`src/rtl/ahb_sram_banked.sv`:
```
// AHB-lite slave in front of NBANKS single-port 32-bit SRAM macros.
// Posted one-entry write buffer with read merge, read wait states and a two-cycle ERROR response.
module ahb_sram_banked #(
  parameter int unsigned AW          = 9,
  parameter int unsigned NBANKS      = 4,
  parameter int unsigned WAIT_STATES = 0
) (
  input  logic                   HCLK,
  input  logic                   HRESETn,
  input  logic                   HSEL,
  input  logic                   HREADY,
  input  logic [1:0]             HTRANS,
  input  logic [2:0]             HSIZE,
  input  logic                   HWRITE,
  input  logic [31:0]            HADDR,
  input  logic [31:0]            HWDATA,
  output logic                   HREADYOUT,
  output logic [1:0]             HRESP,
  output logic [31:0]            HRDATA,
  input  logic [32*NBANKS-1:0]   SRAMRDATA,
  output logic [3:0]             SRAMWEN,
  output logic [31:0]            SRAMWDATA,
  output logic [NBANKS-1:0]      SRAMCS,
  output logic [AW-1:0]          SRAMADDR
);

  localparam int unsigned BB = (NBANKS > 1) ? $clog2(NBANKS) : 0;
  localparam int unsigned BW = (BB > 0) ? BB : 1;
  localparam int unsigned CW = 2;

  typedef enum logic [1:0] {IDLE, RD_WAIT, ERR1, ERR2} state_e;

  state_e          state_q, state_d;
  logic [CW-1:0]   wait_cnt_q, wait_cnt_d;
  logic [BW-1:0]   buf_bank_q, buf_bank_d;
  logic [AW-1:0]   buf_word_q, buf_word_d;
  logic [3:0]      buf_we_q, buf_we_d;
  logic [31:0]     buf_data_q, buf_data_d;
  logic            buf_pend_q, buf_pend_d;
  logic            buf_data_en_q, buf_data_en_d;
  logic [BW-1:0]   rd_bank_q, rd_bank_d;
  logic [AW-1:0]   rd_word_q, rd_word_d;
  logic [3:0]      rd_mask_q, rd_mask_d;

  logic [BW-1:0]   addr_bank;
  logic [AW-1:0]   addr_word;
  logic [3:0]      addr_lanes;
  logic            illegal;
  logic            bus_ready;
  logic            access;
  logic            legal_read;
  logic            legal_write;
  logic            ram_write;
  logic            buf_hit;
  logic            cs_en;
  logic [BW-1:0]   cs_bank;
  logic [31:0]     ram_word;
  logic            unused_bits;

  assign unused_bits = ^{HTRANS[0], HADDR[31:AW+2+BB]};

  // Address decode and transfer legality
  always_comb begin
    addr_word  = HADDR[AW+1:2];
    addr_bank  = (BB == 0) ? '0 : BW'(HADDR >> (AW + 2));
    illegal    = (HSIZE > 3'b010)
               | ((HSIZE == 3'b001) & HADDR[0])
               | ((HSIZE == 3'b010) & (HADDR[1:0] != 2'b00));
    case (HSIZE[1:0])
      2'b00:   addr_lanes = 4'b0001 << HADDR[1:0];
      2'b01:   addr_lanes = HADDR[1] ? 4'b1100 : 4'b0011;
      default: addr_lanes = 4'b1111;
    endcase
  end

  // New address phases are only taken while the previous data phase completes
  assign bus_ready   = (state_q == IDLE) | (state_q == ERR2);
  assign access      = HSEL & HREADY & HTRANS[1] & bus_ready;
  assign legal_read  = access & ~illegal & ~HWRITE;
  assign legal_write = access & ~illegal & HWRITE;
  assign ram_write   = (buf_pend_q | buf_data_en_q) & ~legal_read & (state_q != RD_WAIT);
  assign buf_hit     = (buf_pend_q | buf_data_en_q) & (buf_we_q != 4'b0000)
                     & (buf_bank_q == addr_bank) & (buf_word_q == addr_word);

  // Next-state logic for FSM, write buffer and read context
  always_comb begin
    state_d       = state_q;
    wait_cnt_d    = wait_cnt_q;
    buf_bank_d    = buf_bank_q;
    buf_word_d    = buf_word_q;
    buf_we_d      = buf_we_q;
    buf_data_d    = buf_data_q;
    buf_data_en_d = legal_write;
    buf_pend_d    = (buf_pend_q | buf_data_en_q) & ~ram_write;
    rd_bank_d     = rd_bank_q;
    rd_word_d     = rd_word_q;
    rd_mask_d     = rd_mask_q;

    case (state_q)
      IDLE, ERR2: begin
        state_d = IDLE;
        if (access & illegal) begin
          state_d = ERR1;
        end else if (legal_read && (WAIT_STATES > 0)) begin
          state_d    = RD_WAIT;
          wait_cnt_d = CW'(WAIT_STATES - 1);
        end
      end
      RD_WAIT: begin
        if (wait_cnt_q == '0) state_d = IDLE;
        else                  wait_cnt_d = wait_cnt_q - CW'(1);
      end
      ERR1:    state_d = ERR2;
      default: state_d = IDLE;
    endcase

    if (legal_write) begin
      buf_bank_d = addr_bank;
      buf_word_d = addr_word;
      buf_we_d   = addr_lanes;
    end
    if (buf_data_en_q) buf_data_d = HWDATA;

    if (legal_read) begin
      rd_bank_d = addr_bank;
      rd_word_d = addr_word;
      rd_mask_d = buf_hit ? buf_we_q : 4'b0000;
    end
  end

  // SRAM port arbitration: new read, then read re-issue, then buffered write
  always_comb begin
    cs_en     = 1'b0;
    cs_bank   = addr_bank;
    SRAMADDR  = addr_word;
    SRAMWEN   = 4'b0000;
    SRAMWDATA = buf_pend_q ? buf_data_q : HWDATA;
    if (legal_read) begin
      cs_en = 1'b1;
    end else if (state_q == RD_WAIT) begin
      cs_en    = 1'b1;
      cs_bank  = rd_bank_q;
      SRAMADDR = rd_word_q;
    end else if (ram_write) begin
      cs_en    = 1'b1;
      cs_bank  = buf_bank_q;
      SRAMADDR = buf_word_q;
      SRAMWEN  = buf_we_q;
    end
    SRAMCS = '0;
    if (cs_en) SRAMCS[cs_bank] = 1'b1;
  end

  // Read data: selected bank with buffered bytes merged over it
  always_comb begin
    ram_word = '0;
    for (int b = 0; b < NBANKS; b++) begin
      if (BW'(b) == rd_bank_q) ram_word = SRAMRDATA[32*b +: 32];
    end
    for (int i = 0; i < 4; i++) begin
      HRDATA[8*i +: 8] = rd_mask_q[i] ? buf_data_q[8*i +: 8] : ram_word[8*i +: 8];
    end
  end

  assign HREADYOUT = ~((state_q == RD_WAIT) | (state_q == ERR1));
  assign HRESP     = {1'b0, (state_q == ERR1) | (state_q == ERR2)};

  always_ff @(posedge HCLK or negedge HRESETn) begin
    if (!HRESETn) begin
      state_q       <= IDLE;
      wait_cnt_q    <= '0;
      buf_bank_q    <= '0;
      buf_word_q    <= '0;
      buf_we_q      <= '0;
      buf_data_q    <= '0;
      buf_pend_q    <= 1'b0;
      buf_data_en_q <= 1'b0;
      rd_bank_q     <= '0;
      rd_word_q     <= '0;
      rd_mask_q     <= '0;
    end else begin
      state_q       <= state_d;
      wait_cnt_q    <= wait_cnt_d;
      buf_bank_q    <= buf_bank_d;
      buf_word_q    <= buf_word_d;
      buf_we_q      <= buf_we_d;
      buf_data_q    <= buf_data_d;
      buf_pend_q    <= buf_pend_d;
      buf_data_en_q <= buf_data_en_d;
      rd_bank_q     <= rd_bank_d;
      rd_word_q     <= rd_word_d;
      rd_mask_q     <= rd_mask_d;
    end
  end

endmodule

```
`config.mk`:
```
export PLATFORM = sky130hd
export DESIGN_NAME = ahb_sram_banked
export DESIGN_NICKNAME = d
export VERILOG_FILES = /design/src/rtl/ahb_sram_banked.sv
export SDC_FILE = /design/constraint.sdc
export NUM_CORES = 1
export LEC_CHECK = 0
export BUFFER_PORTS_ARGS = -buffer_cell sky130_fd_sc_hd__buf_2
export CAP_MARGIN = 10
export CORE_MARGIN = 10
export CORE_UTILIZATION = 30
export DETAILED_ROUTE_END_ITERATION = 12
export GPL_TIMING_DRIVEN = 0
export PLACE_DENSITY = 0.64
export REMOVE_ABC_BUFFERS = 1
export SETUP_SLACK_MARGIN = 0.4
export SYNTH_ARGS = -nofsm -noshare
export SYNTH_HDL_FRONTEND = slang
export SYNTH_SLANG_ARGS = --single-unit
```
`constraint.sdc`:
```
create_clock -name HCLK -period 4 [get_ports HCLK]
set_input_delay 0.8 -clock HCLK [delete_from_list [all_inputs] [get_ports HCLK]]
set_output_delay 0.8 -clock HCLK [all_outputs]
set_load 0.05 [all_outputs]
```
==> results of run 1 <==
[cell families after synthesis]
logic type	count (synthesis)
simple gates	49
xor+xnor	12
mux	148
buf+inv	42
compound gates	57
fa+ha+maj	4
flops	68
other cells	1
[sequential cells by signal, summed over array words and instances, names as in the netlist]
signal and count:
buf_pend_q 1, wait_cnt_q 2, buf_data_en_q 1, rd_mask_q 4
rd_word_q 9, state_q 2, buf_bank_q 2, buf_data_q 32
rd_bank_q 2, buf_we_q 4, buf_word_q 9
[power by group through the flow]
stage | logic [uW] | registers [uW] | clock network (uW)
floorplan | 1000 | 948 | 0
finish | 1340 | 966 | 746
global route | 1420 | 990 | 804
global placement | 1290 | 999 | 0
CTS | 1350 | 969 | 773
detailed placement | 1340 | 980 | 0
[stage by stage]
step	cell area [um2]	setup slack, ns	utilization, %	hold WS (ns)	cells
5_1_grt	6540	0.373	42.7	0.509	848
3_5_place_dp	6180	0.0433	40.4	0.470	826
3_3_place_gp	6150	0.0783	40.2	0.462	825
2_1_floorplan	4570	-0.108	-	0.446	350
6_report	6540	0.490	42.7	0.468	848
4_1_cts	6490	0.410	42.4	0.478	845
[worst paths after layout]
path	startpoint	to	slack, ns
max	HSIZE[0]	SRAMADDR[4]	0.49
min	wait_cnt_q[0]$_DFFE_PN0P_	wait_cnt_q[0]$_DFFE_PN0P_	0.47
max reg2reg	state_q[0]$_DFFE_PN0N_	rd_mask_q[3]$_DFFE_PN0P_	1.57
min reg2reg	wait_cnt_q[0]$_DFFE_PN0P_	wait_cnt_q[0]$_DFFE_PN0P_	0.47
max in group asynchronous	HRESETn	buf_data_en_q$_DFF_PN0_	2.73
min in group asynchronous	HRESETn	buf_data_q[22]$_DFFE_PN0P_	0.55
[worst max-delay path, delay by kind of cell]
kind	cells	cell delay [ns]
buffers and inverters	2	0.40
and+or+nand+nor	2	0.67
AOI/OAI and AO/OA	3	0.83
[routing by layer]
| metal | global-route usage, % | part of all wire [%] | wire length [um] |
|---|---|---|---|
| met5 | 0 | 0 | 0 |
| met2 | 27.6 | 51 | 8680 |
| met3 | 5.50 | 7.0 | 1200 |
| met4 | 3.49 | 1.1 | 192 |
| met1 | 17.8 | 41 | 6960 |
[cell type report]
| cell class | instances | area [um2] | share of cell area [%] |
|---|---|---|---|
| flip-flops and latches | 68 | 1710 | 26.1 |
| well taps | 211 | 264 | 4.04 |
| repair buffers | 270 | 1400 | 21.5 |
| clock inverters | 6 | 40.0 | 0.612 |
| inverters | 11 | 41.3 | 0.632 |
| multi-input cells | 272 | 2840 | 43.5 |
| clock buffers | 10 | 239 | 3.66 |
[cells in the final DEF (no fill, tap or decap), drive strengths merged, types with 3 or more instances in the layout]
master / instances
a21oi: 14
clkinv: 5
mux4: 32
o22ai: 19
xor2: 4
dfrtp: 68
ha: 4
nor2: 6
inv: 11
nor4: 4
buf: 266
nand4: 3
and2: 8
a31o: 4
xnor2: 8
clkbuf: 14
mux2: 116
nor3: 3
nand2: 14
o21ai: 13
[repair_timing]
item,4_1_cts,5_1_grt
gates resized for setup,2,4
cloned,1,0
pin swaps,1,1
endpoints found under the setup margin,12,16
setup buffers,2,3
==> metrics list, run 1 <==
- Of the total power, the share spent switching nets is slightly above 40%.
- Cell internal pwr: 1800 uW
* Rows: between 40 and 50
* Multiplexer share of the synthesized area: approximately 44%
- Clock insertion delay at the later pin of the skew report: about 0.34 ns
- Count of unique library cells instantiated by Yosys: 40
- Placeable core area: 15300 um2
- Vert. Die Dim: 145 um
- The largest single stage delay on the critical path is 0.56 ns.
- Setup violations remaining at the end of the flow were counted as 0.
- Number of global-route vias before repair: between 4000 and 5000
* Kind of critical path: input pin to primary output
- Critical-path top delay cell: sky130_fd_sc_hd__a2111o_2
- Class of the worst hold path: flop to flop
* Combinational Power Share: a little over two fifths
* Synth Area in Adders: roughly 1.1%
- After Yosys synthesis, XOR and XNOR cells account for 2.23% of the synthesized area.
- Capturing element type of the critical path: primary output
- The synthesized design contains 0 enable-type register cells.
- Number of max-capacitance violations reported: 0
* Areal power density over the cells: ~470 nW/um2
* Number of storage elements in the synthesis netlist: 68
- Largest area contributor in the netlist: sky130_fd_sc_hd__dfrtp_1
* Antenna violations before repair: 0
* Crit start category: input pin
- Switching power: 1250 uW
- Actual transition at the worst max-transition pin: roughly 0.94 ns
- Crit path time final: roughly 3.5 ns
* Final Hold Violating Endpoints: 0
- Top cells by count, synth: sky130_fd_sc_hd__mux2_2, sky130_fd_sc_hd__dfrtp_1, sky130_fd_sc_hd__mux4_2
- Of all nets on the critical path, the largest fanout is 9.
- The layout has 1514 filler cells.
- Most used standard cell by instance count after synthesis: sky130_fd_sc_hd__mux2_2
- Largest family of logic cells by synthesized area: multiplexers
- Measured in cells, the most critical reg-to-reg path has a length of 7.
- Via count: ~4200
- Wire length per cell after detailed routing: approximately 20 um
- Fin crit share: around 88%
- In this run, the clock network consumes approximately 24% of the power.
- Dpl hpwl: 13.2 mm
- Number of clock buffers inserted by TritonCTS: 9
* Routed wire length: about 17 mm
- Initial cell density of the core: a little under a third
- Clock skew after layout: 0.00804 ns
- Dividing the synthesized area by the synthesized cell count gives between 10 and 15 um2.
- Clock-pin slew was measured on the worst setup and hold paths at approximately 0.06 ns.
* Warnings from Yosys: 0
- Unrepaired setup endpoints after global routing: yes
- Worst-case clock buffer depth: 2
* Worst relative slew slack: between 30 and 40%
- First-pass GRT wire length: about 26 mm
- Worst path required time: around 3.2 ns
* Ys flop type: sky130_fd_sc_hd__dfrtp_1
- TritonCTS built the clock tree.
- Summed over its instances, the top area cell type makes up between 30% and 40% of the synthesized netlist area.
- Traced cell by cell, the critical path runs through buf_2 > or3_1 > a2111o_2 > nand2_2 > o22ai_1 > a21oi_1 > buf_2.
* Routability congestion estimate from global placement: around 0.87
* Basic-gate share of the synthesized area counting and, or, nand and nor cells: 5.65%
- First-pass iteration count of the detailed router: 4
- Run status: finished, final reports clean
- Buffers placed on the I/O ports in this run total around 260.
- The detailed router finished its first iteration with between 150 and 200 violations.
* Total power of the final layout: about 3100 uW
- For the worst setup path, the data arrival time is approximately 2.7 ns.
* Die outline area: 21100 um2
- The synthesized netlist devotes between 7 and 8% of its cell area to compound gates.
- 0 antenna diodes ended up in the layout.
* Leakage power figure: around 0.0031 uW
* H-tree depth reported by CTS: 3
- Area growth from synthesis to layout: 38.6%
- For this design, the sink count on the clock tree is roughly 70.
* Average via count per standard cell: around 5
- For this run, asynchronously set or reset flops after synthesis account for 100%.
- Pin count of the biggest net entering global routing: roughly 70
- Hold buffer count at cts: 0
- In the final layout, the share of cells above drive strength 1 is slightly above 70%.
- Across the VDD grid, the largest voltage drop is 269 uV.
- After synthesis, flip-flops and latches occupy a little over a third of the total area.
* CTS Root Buffer Type: sky130_fd_sc_hd__clkbuf_16
* Remaining number of nets flagged by the antenna check after routing: 0
* Area of the mapped netlist: 4720 um2
- Across every metal layer, demand over resource in global routing totals roughly 16%.
- Width of the die: roughly 150 um
* Remaining DRCs: 0
- During I/O placement, the number of pins put on the boundary was around 290.
- Achievable Freq: ~280 MHz
- In the final timing run, aggregate negative setup slack is 0 ns.
- Reg power frac: a little under a third
- Slew Viols, Final: 0
- Among the stages of the critical path, the cell type that occurs most often is sky130_fd_sc_hd__buf_2.
- The cell count after synthesis came out at between 300 and 400.
* Final net count: roughly 840
- After synthesis, the cell types taking the most area are sky130_fd_sc_hd__dfrtp_1, sky130_fd_sc_hd__mux2_2, sky130_fd_sc_hd__mux4_2.
* Global route total overflow: 0
* Worst Hold Path Cells: 1
Note: power is estimated with default switching activity, not from simulation.
==> inputs of run 2 (changes only) <==
CAP_MARGIN = not set   (was 10)
CORE_UTILIZATION = 39   (was 30)
PLACE_DENSITY = 0.84   (was 0.64)
==> run 2 against run 1 <==
  * Sequential power is 0.4% higher
  * Sequential share of layout area is 0.14 points higher
  * Critical path depth stayed put
==> metrics list, run 2 (same netlist as run 1, synthesis figures left out) <==
* # port buffers: 264 (unchanged)
- The register clock-pin slew on the reported worst setup and hold paths was 0.06 ns (about the same).
- Actual transition at the worst max-transition pin: 0.872 ns (-0.0638 ns)
* Clock tree from TritonCTS: yes
- Capturing element type of the critical path: primary output
* Class of the worst hold path: flop to flop
* Routed wire length: 16.3 mm (-4.2%)
* Achievable Freq: 285 MHz (about the same)
- The reported max-cap violation count came to 0 (unchanged).
- The clock network latency to the later pin of the worst-skew pair is 0.33 ns (about the same).
- The post-route fraction of the period consumed by the critical path came to 87.7% (about the same).
- Largest register by flop count: buf_data_q
- Initial cell density of the core: 39.6% (+8.8 points)
- The total overflow reported by the global router came to 0 (unchanged).
* Dpl hpwl: 12.7 mm (-3.9%)
* First-pass GRT wire length: 24.0 mm (-9.5%)
- The placeable core area is 11900 um2 (-22%).
* Depth of the most critical reg-to-reg path: 7 (unchanged)
- The worst relative slew slack is 41.9% (+4.3 points).
- Met2 capacity usage during global routing: 33.4% (+5.9 points)
- Wire length per cell after detailed routing: 20.8 um (+3.5%)
* Number of filler cells placed in the layout: 1050 (-31%)
* DRC marker count from the first detailed-route iteration: 180 (+2.3%)
* Width of the die: 130 um (-11%)
- Worst Setup Slack post-DPL: 0.0890 ns (+0.0457 ns)
- The count of antenna-violating nets left after detailed routing is 0 (unchanged).
- The maximum count of clock buffers along a single path is 2 (unchanged).
- Layout cells sized above 1: 70.5% (about the same)
- The worst setup path is launched from an input pin.
* Final net count: 839 (+0.12%)
- The met3 track utilization from global routing was 6.45% (+0.96 points).
- The leakage power summed over all cells was 0.00317 uW (+0.82%).
- Setup repair after global routing left no endpoint under its margin.
- Register-to-register setup slack: 1.72 ns (+0.15 ns)
- Slew Viols, Final: 0 (unchanged)
- Antenna violations before repair: 0 (unchanged)
- Areal power density over the cells: 489 nW/um2 (+4.8%)
* Die outline area: 16900 um2 (-20%)
* Biggest registers after layout: buf_data_q: 32 flops, buf_word_q: 9 flops, rd_word_q: 9 flops
- The final-report hold violation count is 0 (unchanged).
* Vert. Die Dim: 130 um (-11%)
- Clock skew after layout: 0.00611 ns (-0.00193 ns)
- PnR worst setup slack: 0.492 ns (+0.00209 ns)
- Run status: finished, final reports clean
- The maximum ir drop on the vdd rail was 292 uV (+8.7%).
* Combined global-route utilization of all metal layers: 18.1% (+2.4 points)
- The global routing met1 resource utilization came to 19.3% (+1.5 points).
- Area growth from synthesis to layout: 37.8%
* Pin count of the biggest net entering global routing: 69 (unchanged)
* Maximum fanout along the worst path: 9 (unchanged)
- The count of endpoints failing setup in the final report came to 0 (unchanged).
- The startpoint identified for the worst register-to-register timing path is state_q[0]$_DFFE_PN0N_.
* Worst path required time: 3.20 ns (about the same)
- Average via count per standard cell: 5.39 (+8.0%)
- CTS placed an instance of sky130_fd_sc_hd__clkbuf_16 at the clock tree root.
- Hold buffer count at cts: 0 (unchanged)
* H-tree depth reported by CTS: 3 (unchanged)
* First-pass iteration count of the detailed router: 5 (+1)
- Gr busiest metal: met2
- Reg-to-Reg End: rd_mask_q[2]$_DFFE_PN0P_
- Crit path time final: 3.51 ns (-0.00209 ns)
* Top library cells by usage in the layout, fill and taps aside: sky130_fd_sc_hd__buf_2, sky130_fd_sc_hd__mux2_2, sky130_fd_sc_hd__dfrtp_1
- The total clock sinks came to 68 (unchanged).
* WP data arrival: 2.71 ns (about the same)
- Number of global-route vias before repair: 4606 (-1.3%)
* Antenna cell count: 0 (unchanged)
* Critical Path Start: HSIZE[0]
- Remaining DRCs: 0 (unchanged)
- The post-route total power is 3180 uW (+4.2%).
* Rows: 40 (-11%)
- Most common library cell in the layout ignoring fill and taps: sky130_fd_sc_hd__buf_2
- Max reg flops: 32 (unchanged)
* Kind of critical path: input pin to primary output
- The number of ports placed on the die boundary was 286 (unchanged).
- The count of vias placed by the detailed router came to 4235 (-0.024%).
- Routability congestion estimate from global placement: 0.861 (-0.73%)
- Following the worst setup path forward leads to its endpoint at SRAMADDR[2].
- The number of CTS-inserted buffers came to 9 (unchanged).
## run 2: cell type report
| class | instances | area, um2 | area share (%) |
|---|---|---|---|
| inverter | 11 | 41.3 | 0.635 |
| clock inverter | 6 | 87.6 | 1.35 |
| timing repair buffer | 271 | 1400 | 21.6 |
| sequential | 68 | 1710 | 26.2 |
| clock buffer | 10 | 239 | 3.68 |
| multi-input combinational | 272 | 2840 | 43.7 |
| tap | 147 | 184 | 2.83 |
## run 2: critical path: stages
cell,delay [ns]
sky130_fd_sc_hd__buf_2,0.12
sky130_fd_sc_hd__or3_1,0.44
sky130_fd_sc_hd__a2111o_2,0.54
sky130_fd_sc_hd__nand2_2,0.21
sky130_fd_sc_hd__o22ai_1,0.12
sky130_fd_sc_hd__a21oi_1,0.18
sky130_fd_sc_hd__buf_2,0.29
## run 2: power breakdown
part           switching (uW)  leakage (uW)  internal (uW)  total, uW
sequential                160      0.000886            810        970
combinational             791       0.00212            554       1340
clock                     304      0.000162            563        867
total                    1250       0.00317           1930       3180
## run 2: how the worst min path moves through the flow
stage	start	endpoint	slack [ns]	cells after the start
after floorplan	wait_cnt_q[0]$_DFFE_PN0P_	wait_cnt_q[0]$_DFFE_PN0P_	0.45	1
after global placement	wait_cnt_q[0]$_DFFE_PN0P_	wait_cnt_q[0]$_DFFE_PN0P_	0.46	1
after detailed placement	wait_cnt_q[0]$_DFFE_PN0P_	wait_cnt_q[0]$_DFFE_PN0P_	0.47	1
after CTS	wait_cnt_q[0]$_DFFE_PN0P_	wait_cnt_q[0]$_DFFE_PN0P_	0.48	1
after global routing	wait_cnt_q[0]$_DFFE_PN0P_	wait_cnt_q[0]$_DFFE_PN0P_	0.50	1
final	wait_cnt_q[0]$_DFFE_PN0P_	wait_cnt_q[0]$_DFFE_PN0P_	0.48	1
## run 2: timing repair
action / 4_1_cts / 5_1_grt
gates cloned: 1 / 0
pin swaps: 1 / 2
setup buffers: 0 / 6
gates resized for setup: 4 / 0
endpoints found under the setup margin: 17 / 17
## run 2: metrics by stage
stage               TNS (ns)  area [um2]  cells  utilization [%]  hold WS [ns]
CTS                        0        6440    779             54.1         0.478
global placement           0        6070    761             51.0         0.462
finish                     0        6500    785             54.6         0.480
detailed placement         0        6100    762             51.2         0.467
floorplan             -0.108        4570    350                -         0.446
global route               0        6500    785             54.6         0.505
## run 2: routing by layer
metal / up-vias / share of wire [%]
met5: - / 0
met4: 0 / 1.3
met3: 17 / 9.0
met2: 185 / 53
met1: 2079 / 37
li1: 1954 / -
